$ cat src/rtl/pe_array_sequencer.sv
// Sequences one frame of column windows from a line buffer into a KxK PE array.
// It also tags every window, so each convolution result leaves with its row and column.
// Ports:
//   clk, rstn                 - clock, asynchronous active-low reset
//   start, abort              - frame start pulse; abort of the frame in progress
//   img_width, img_height     - frame size W and H, sampled when start is taken
//   rd_req, rd_row, rd_col    - window request to the line buffer (top row, column)
//   rd_valid, col_data        - request accepted; K stacked pixels in the same cycle
//   arr_en, arr_data          - PE array enable and column data
//   arr_done                  - PE array result strobe, ARRAY_LATENCY after arr_en
//   out_valid, out_row/col    - a valid convolution result and its coordinates
//   busy, frame_done, cfg_err, seq_err - status
module pe_array_sequencer #(
  parameter int unsigned KERNEL_SIZE   = 3,
  parameter int unsigned DATA_WIDTH    = 8,
  parameter int unsigned DIM_WIDTH     = 10,
  parameter int unsigned ARRAY_LATENCY = 4
) (
  input  logic                              clk,
  input  logic                              rstn,
  input  logic                              start,
  input  logic                              abort,
  input  logic [DIM_WIDTH-1:0]              img_width,
  input  logic [DIM_WIDTH-1:0]              img_height,
  output logic                              rd_req,
  output logic [DIM_WIDTH-1:0]              rd_row,
  output logic [DIM_WIDTH-1:0]              rd_col,
  input  logic                              rd_valid,
  input  logic [DATA_WIDTH*KERNEL_SIZE-1:0] col_data,
  output logic                              arr_en,
  output logic [DATA_WIDTH*KERNEL_SIZE-1:0] arr_data,
  input  logic                              arr_done,
  output logic                              out_valid,
  output logic [DIM_WIDTH-1:0]              out_row,
  output logic [DIM_WIDTH-1:0]              out_col,
  output logic                              busy,
  output logic                              frame_done,
  output logic                              cfg_err,
  output logic                              seq_err
);

  localparam int unsigned          COL_WIDTH = DATA_WIDTH * KERNEL_SIZE;
  localparam logic [DIM_WIDTH-1:0] K_DIM     = DIM_WIDTH'(KERNEL_SIZE);
  localparam logic [DIM_WIDTH-1:0] KM1_DIM   = DIM_WIDTH'(KERNEL_SIZE - 1);

  typedef enum logic [2:0] {IDLE, CHECK, FEED, DRAIN, DONE} state_t;

  typedef struct packed {
    logic                 en;
    logic [DIM_WIDTH-1:0] row;
    logic [DIM_WIDTH-1:0] col;
    logic                 ok;
  } tag_t;

  state_t               state_q, state_d;
  logic [DIM_WIDTH-1:0] w_q, w_d, h_q, h_d;
  logic [DIM_WIDTH-1:0] r_q, r_d, c_q, c_d;
  tag_t                 tag_q [ARRAY_LATENCY];
  tag_t                 tag_in, tag_exit;
  logic                 tag_any;
  logic                 kill;
  logic                 seq_err_q;

  // Abort only acts on a frame in progress.
  assign kill = abort && (state_q != IDLE);

  // State, frame size and window counters.
  always_ff @(posedge clk or negedge rstn) begin
    if (!rstn) begin
      state_q <= IDLE;
      w_q     <= '0;
      h_q     <= '0;
      r_q     <= '0;
      c_q     <= '0;
    end else begin
      state_q <= state_d;
      w_q     <= w_d;
      h_q     <= h_d;
      r_q     <= r_d;
      c_q     <= c_d;
    end
  end

  // Next state, counter update and per-state strobes.
  always_comb begin
    state_d    = state_q;
    w_d        = w_q;
    h_d        = h_q;
    r_d        = r_q;
    c_d        = c_q;
    rd_req     = 1'b0;
    arr_en     = 1'b0;
    busy       = 1'b0;
    frame_done = 1'b0;
    cfg_err    = 1'b0;

    case (state_q)
      IDLE: begin
        if (start) begin
          w_d     = img_width;
          h_d     = img_height;
          state_d = CHECK;
        end
      end
      CHECK: begin
        busy = 1'b1;
        r_d  = '0;
        c_d  = '0;
        if ((w_q < K_DIM) || (h_q < K_DIM)) begin
          cfg_err = 1'b1;
          state_d = IDLE;
        end else begin
          state_d = FEED;
        end
      end
      FEED: begin
        busy   = 1'b1;
        rd_req = 1'b1;
        if (rd_valid) begin
          arr_en = 1'b1;
          if (c_q == w_q - DIM_WIDTH'(1)) begin
            c_d = '0;
            r_d = r_q + DIM_WIDTH'(1);
            if (r_q == h_q - K_DIM) state_d = DRAIN;
          end else begin
            c_d = c_q + DIM_WIDTH'(1);
          end
        end
      end
      DRAIN: begin
        busy = 1'b1;
        if (!tag_any) state_d = DONE;
      end
      DONE: begin
        frame_done = 1'b1;
        state_d    = IDLE;
      end
      default: state_d = IDLE;
    endcase

    // Abort overrides everything, including a start in the same cycle.
    if (kill) begin
      state_d    = IDLE;
      r_d        = '0;
      c_d        = '0;
      arr_en     = 1'b0;
      frame_done = 1'b0;
      cfg_err    = 1'b0;
    end
  end

  assign rd_row   = rd_req ? r_q : '0;
  assign rd_col   = rd_req ? c_q : '0;
  assign arr_data = arr_en ? col_data : COL_WIDTH'(0);

  // The tag entering the pipeline marks windows whose column completes a full kernel.
  always_comb begin
    tag_in.en  = arr_en;
    tag_in.row = r_q;
    tag_in.col = c_q;
    tag_in.ok  = (c_q >= KM1_DIM);
  end

  // The tag pipeline mirrors the PE array latency.
  always_ff @(posedge clk or negedge rstn) begin
    if (!rstn) begin
      for (int i = 0; i < int'(ARRAY_LATENCY); i++) tag_q[i] <= '0;
    end else if (kill) begin
      for (int i = 0; i < int'(ARRAY_LATENCY); i++) tag_q[i] <= '0;
    end else begin
      tag_q[0] <= tag_in;
      for (int i = 1; i < int'(ARRAY_LATENCY); i++) tag_q[i] <= tag_q[i-1];
    end
  end

  always_comb begin
    tag_any = 1'b0;
    for (int i = 0; i < int'(ARRAY_LATENCY); i++) tag_any = tag_any | tag_q[i].en;
  end

  assign tag_exit  = tag_q[ARRAY_LATENCY-1];
  assign out_valid = arr_done && tag_exit.en && tag_exit.ok;
  assign out_row   = out_valid ? tag_exit.row : '0;
  assign out_col   = out_valid ? (tag_exit.col - KM1_DIM) : '0;

  // Sticky: the array strobe disagreed with the tag, until the next accepted start.
  always_ff @(posedge clk or negedge rstn) begin
    if (!rstn) begin
      seq_err_q <= 1'b0;
    end else if ((state_q == IDLE) && start) begin
      seq_err_q <= 1'b0;
    end else if (arr_done != tag_exit.en) begin
      seq_err_q <= 1'b1;
    end
  end

  assign seq_err = seq_err_q;

endmodule

$ cat config.mk
export PLATFORM = sky130hd
export DESIGN_NAME = pe_array_sequencer
export DESIGN_NICKNAME = d
export VERILOG_FILES = /design/src/rtl/pe_array_sequencer.sv
export SDC_FILE = /design/constraint.sdc
export NUM_CORES = 1
export LEC_CHECK = 0
export CORE_MARGIN = 5
export CORE_UTILIZATION = 35
export CTS_CLUSTER_SIZE = 16
export DETAILED_ROUTE_END_ITERATION = 8
export HOLD_SLACK_MARGIN = 0.06
export PLACE_DENSITY = 0.61
export SYNTH_ARGS = -nofsm -noshare
export SYNTH_HDL_FRONTEND = slang
export SYNTH_SLANG_ARGS = --single-unit
$ cat constraint.sdc
create_clock -name clk -period 3 [get_ports clk]
set_input_delay 0.45 -clock clk [delete_from_list [all_inputs] [get_ports clk]]
set_output_delay 0.45 -clock clk [all_outputs]
set_load 0.1 [all_outputs]
==> impl_metrics.tcl, run 1 <==
set metrics [dict create \
    timing.fmax_mhz 351 \
    synthTopCellsByArea "dfrtp_1, and2_1, and3_1, xnor2_1, mux2_2" \
    yosysWarnings 0 \
    finalSetupViolations 0 \
    finalWirelength_mm 14.8 \
    synthesis.area_um2 6370 \
    fin_setup_tns_ps 0 \
    status "finished, final reports clean" \
    hold_viol_final 0 \
    async_flop_share_pct 100 \
    final_area_um2 9070 \
    synth_top_area_cell "dfrtp_1" \
    cts.sinks 132 \
    wl_per_cell_um 15.2 \
    port-buffer-count 120 \
    num-fill-cells 1594 \
    avgSynthCellArea_um2 10.3 \
    drv_cap 0 \
    dieHeight_um 145 \
    grt_pass1_vias 4802 \
    clk_latency_ps 410 \
    end_kind "output port" \
    min_path_type "in -> async" \
    grt_max_degree 88 \
    drtIter0Drc 333 \
    gp_congestion 0.892 \
    maxSlewViolCount 0 \
    cts_root_buf "clkbuf_16" \
    grt_overflow 0 \
    diodes 0 \
    synth_nets 677 \
    vias 4800 \
    synth_cells 619 \
    drive_gt1_share_pct 21.6 \
    synth_ff_type "dfrtp_1" \
    slew_headroom_pct 53.2 \
    path_class "reg -> out" \
    dp_hpwl_mm 10.8 \
    area_growth_syn_to_layout_pct 42.4 \
    core_um2 18000 \
    die_w_um 145 \
    finalCritPeriodShare_pct 95.0 \
    fin_nets 791 \
    grt_pass1_wl_mm 24.9 \
    critPathMaxFanout 4 \
    grtUsageTotal_pct 14.2 \
    drt_pass1_iterations 4 \
    holdWs_ps 73.2 \
    final.min_clock_period_ps 2850 \
    vias_per_cell 4.92 \
    htreeDepth 4 \
    powerDensity_nw_per_um2 571 \
    worst_pin_slew_ps 696 \
    clkTransAtPathRegs_ps 60 \
    cp_slowest_cell "or4_4" \
    cts_buffers 17 \
    initial_core_util_pct 35.5 \
    crit_required_ps 2550 \
    finalClockSkew_ps 9.94 \
    clockBufferDepth 2 \
    drc 0 \
    cts_tree "built" \
    p_leak_uw 0.00414 \
    ys_seq_elements 132 \
    grt_antenna_before_repair 0 \
    yosysSeqAreaShare_pct 51.9 \
    postRouteAntennaNets 0 \
    post-route-util_pct 50.5 \
    max-vdd-ir-drop_mv 0.414 \
    crit_chain "or3_1, or4_4, nor2_2, a32oi_2, nor3_4, buf_12" \
    cp.arrival_ps 2400 \
    placed_cell_area_um2 8440 \
    synth_enable_flop_cells 0 \
    yosysTopAreaCellShare_pct 51.9 \
    crit_path_max_incr_delay_ps 470 \
    ios 121 \
    totalPowerFinal_uw 5180 \
    dieArea_um2 21000 \
    std_cell_rows 49 \
    rsz0062_at_grt "false" \
    critPathLaunchType "flip-flop" \
    synth_cell_type_count 58 \
]
timing repair:
item / in CTS / in global routing
hold endpoints to repair: 0 / 0
setup buffers: 0 / 4
resized for setup: 0 / 5
endpoints found under the setup margin: 1 / 29
hold buffers: 0 / 0
pin swaps: 1 / 2
placed cells by master (no fill, tap or decap), drive strengths merged, types with 4 or more instances in the layout:
cell | Yosys | final
a21oi | 11 | 11
and2 | 102 | 102
and3 | 38 | 38
buf | 5 | 90
clkbuf | 38 | 17
clkdlybuf4s50 | 0 | 48
clkinv | 0 | 4
dfrtp | 132 | 132
ha | 8 | 8
inv | 15 | 24
mux2 | 16 | 16
nand2 | 40 | 40
nand3 | 19 | 19
nor2 | 31 | 31
nor2b | 4 | 4
nor3 | 24 | 24
nor4 | 10 | 10
o2111ai | 4 | 4
o211ai | 9 | 9
o21ai | 17 | 17
o311ai | 5 | 5
o31ai | 4 | 4
or3 | 8 | 8
or4 | 5 | 5
xnor2 | 23 | 23
xor2 | 5 | 5
sequential cells by signal, summed over array words and instances, names as in the netlist:
signal / cells
tag_exit: 22
state_q: 3
r_q: 10
seq_err: 1
h_q: 10
w_q: 10
c_q: 10
tag_q: 66
critical path: cells and delay by family, from the launching register on:
kind,cells,cell delay [ps]
AND/OR/NAND/NOR,4,1270
flip-flops,1,410
buffers and inverters,1,200
AO/OA/AOI/OAI,1,100
report_power, final:
group	total (µW)	switching, µW	internal (µW)	leakage (µW)
clock network	2030	845	1180	0.000288
logic	1080	644	436	0.00206
registers	2080	176	1900	0.00179
kinds of logic after synthesis:
logic type,synth area share (%)
AOI/OAI and AO/OA,8.78
xor gates and xnor gates,3.85
adders and majority gates,1.57
buffers and inverters,3.71
DFF,51.9
muxes,3.30
and+or+nand+nor,26.9
through the flow:
stage,std cells,setup WS [ps]
after floorplan,619,-275
after global placement,939,260
after detailed placement,939,144
after CTS,971,48.4
after global routing,975,31.3
final,975,149
synthesized netlist by cell type, types with 7 or more instances:
master and number:
dfrtp_1 132, and2_1 102, nand2_1 40, and3_1 38, clkbuf_1 37, nor2_1 31, xnor2_1 23, nor3_1 22
nand3_1 19, mux2_2 16, inv_1 15, o21ai_0 15, a21oi_1 10, o211ai_1 9, ha_1 8, or3_1 8
nor4_1 7
metal layers:
layer  GRT usage (%)  wire, µm
met5               0         0
met4            3.72        70
met3            3.37       695
met2            23.7      7490
met1            18.5      6570
area by class of cell:
type	count	area (µm²)	area share, %
multi-input cells	429	2880	31.8
inverters	15	56.3	0.621
repair buffers	138	1960	21.6
clock buffers	17	425	4.69
flip-flops and latches	132	3310	36.4
clock inverters	15	160	1.77
well taps	229	287	3.16
worst paths after layout:
path	to	from	slack [ps]	cells after the start
worst min-delay path	h_q[3]	rstn	70	1
worst min register to register	tag_q[60]	tag_q[82]	440	1
worst max register to register	r_q[9]	w_q[1]	190	9
min in group clk	tag_q[60]	tag_q[82]	440	1
worst max-delay path	cfg_err	h_q[3]	150	6
max in group asynchronous	tag_exit[0]	rstn	2040	2
(Power assumes the default switching activity.)
==> run 2, diff against run 1 <==
- CORE_MARGIN: 5 -> unset
- DONT_BUFFER_PORTS: unset -> 1
- PLACE_DENSITY: 0.61 -> 0.53
==> impl_metrics.tcl, run 2 (synthesized netlist as in run 1, its figures left out) <==
set metrics [dict create \
    max-vdd-ir-drop_mv 0.478 \
    die_w_um 137 \
    layout_common_cells "dfrtp_1, and2_1, nand2_1, buf_12, and3_1" \
    cts_buffers 17 \
    drc 0 \
    setup_slack_ps 134 \
    dieHeight_um 137 \
    hold_viol_final 132 \
    totalPowerFinal_uw 4990 \
    grtUsageTotal_pct 16.0 \
    critical_path_cell_count 6 \
    crit_path_max_incr_delay_ps 460 \
    r2r_start "w_q[1]" \
    largest-register "tag_q" \
    area_growth_syn_to_layout_pct 31.3 \
    htreeDepth 4 \
    dp_hpwl_mm 9.71 \
    drive_gt1_share_pct 24.1 \
    grt_max_degree 133 \
    p_leak_uw 0.00385 \
    vias_per_cell 5.11 \
    finalClockSkew_ps 6.74 \
    mostFrequentLayoutCell "dfrtp_1" \
    cp_slowest_cell "or4_4" \
    reg2reg_slack_ps 220 \
    drv_cap 0 \
    grt_pass1_wl_mm 23.0 \
    pwr-share-seq_pct 42.0 \
    end_kind "output port" \
    grt_overflow 0 \
    initial_core_util_pct 36.3 \
    final.min_clock_period_ps 2870 \
    cts_tree "built" \
    fin_nets 734 \
    critPathMaxFanout 4 \
    largest_reg_flops 66 \
    worstPathBufferInverterCount 1 \
    cts_root_buf "clkbuf_16" \
    grt_pass1_vias 4497 \
    postRouteAntennaNets 0 \
    finalSetupViolations 0 \
    ios 121 \
    maxSlewViolCount 0 \
    critPathLaunchType "flip-flop" \
    post-route-util_pct 47.7 \
    drt_pass1_iterations 4 \
    drtIter0Drc 325 \
    violations "hold timing" \
    power_frac_clock_pct 38.8 \
    vias 4673 \
    placed_cell_area_um2 7790 \
    powerDensity_nw_per_um2 597 \
    clk_latency_ps 420 \
    wl_per_cell_um 15.5 \
    reg2regPathDepth 9 \
    std_cell_rows 48 \
    crit_chain "or3_1, or4_4, nor2_2, a32oi_1, nor3_4, buf_8" \
    switching_share_pct 32.6 \
    gp_congestion 0.835 \
    grt_antenna_before_repair 1 \
    power_frac_comb_pct 19.1 \
    p_sw_uw 1630 \
    crit_start "h_q[3]" \
    crit_end "cfg_err" \
    status "finished with violations" \
    holdWs_ps -275 \
    cts.sinks 132 \
    cp.arrival_ps 2420 \
    timing.fmax_mhz 349 \
    path_class "reg -> out" \
    crit_family "simple AND/OR/NAND/NOR gates" \
    clkTransAtPathRegs_ps 60 \
    clockBufferDepth 2 \
    p_int_uw 3360 \
    finalCritPeriodShare_pct 95.5 \
    r2r_end "r_q[8]" \
    finalWirelength_mm 14.2 \
    crit_required_ps 2550 \
    fin_setup_tns_ps 0 \
    port-buffer-count 0 \
    min_path_type "in -> async" \
    post_cts_buffers 0 \
    rsz0062_at_grt "false" \
    worst_pin_slew_ps 895 \
    final_area_um2 8360 \
    core_um2 17500 \
    dieArea_um2 18700 \
    slew_headroom_pct 40.4 \
    place_ws_ps 162 \
]
[run 2: cell count changes in the layout (fill, tap and decap cells not counted), moves of 3 or more]
cell / change
buf_12: -24
nor3_1: -5
nor2_2: +8
clkinvlp_4: +3
nor3_2: +5
clkdlybuf4s50_1: -48
nor2_1: -9
buf_4: +9
buf_16: +5
[run 2: area by class of cell]
type                       instances  area [µm²]
inverter                          15        56.3
antenna                            1        2.50
tap                              225         282
timing repair buffer              81        1220
fill                            1599        9180
multi-input combinational        429        2940
clock inverter                    15         133
sequential                       132        3300
clock buffer                      17         425
[run 2: worst min-delay path by stage]
stage,to,slack (ps)
2_1_floorplan,c_q[0],150
3_3_place_gp,tag_exit[9],160
3_5_place_dp,tag_exit[10],160
4_1_cts,tag_exit[10],-290
5_1_grt,tag_exit[10],-300
6_report,tag_exit[10],-280
[run 2: routing by layer]
metal	track usage, %	vias to the layer above	part of all wire (%)
met5	0	-	0
met2	25.7	131	50
met3	4.78	26	5.9
met4	5.98	0	1.5
li1	-	2269	-
met1	20.2	2247	43
[run 2: worst register-to-register path: stages (launching register included)]
cell and delay, ps:
dfrtp_1 450, inv_1 90, ha_1 250, nor2b_1 170, a22o_1 240, a2111oi_2 460
nand4_4 320, buf_4 270, nor4_4 250, mux2i_1 210
[run 2: through the flow]
stage,hold slack [ps],cells
2_1_floorplan,154,619
3_3_place_gp,161,882
3_5_place_dp,159,882
4_1_cts,-289,914
5_1_grt,-300,914
6_report,-275,915
[run 2: timing repair]
item	CTS	global route
gates resized for setup	3	2
pin swaps	0	1
endpoints found under the hold margin	132	132
endpoints found under the setup margin	1	2
[run 2: power by group through the flow]
stage / Combinational [µW] / Sequential [µW] / Clock, µW
global route: 1050 / 2130 / 2060
detailed placement: 950 / 2130 / 0
global placement: 932 / 2120 / 0
CTS: 958 / 2100 / 1980
floorplan: 765 / 2060 / 0
finish: 956 / 2100 / 1940
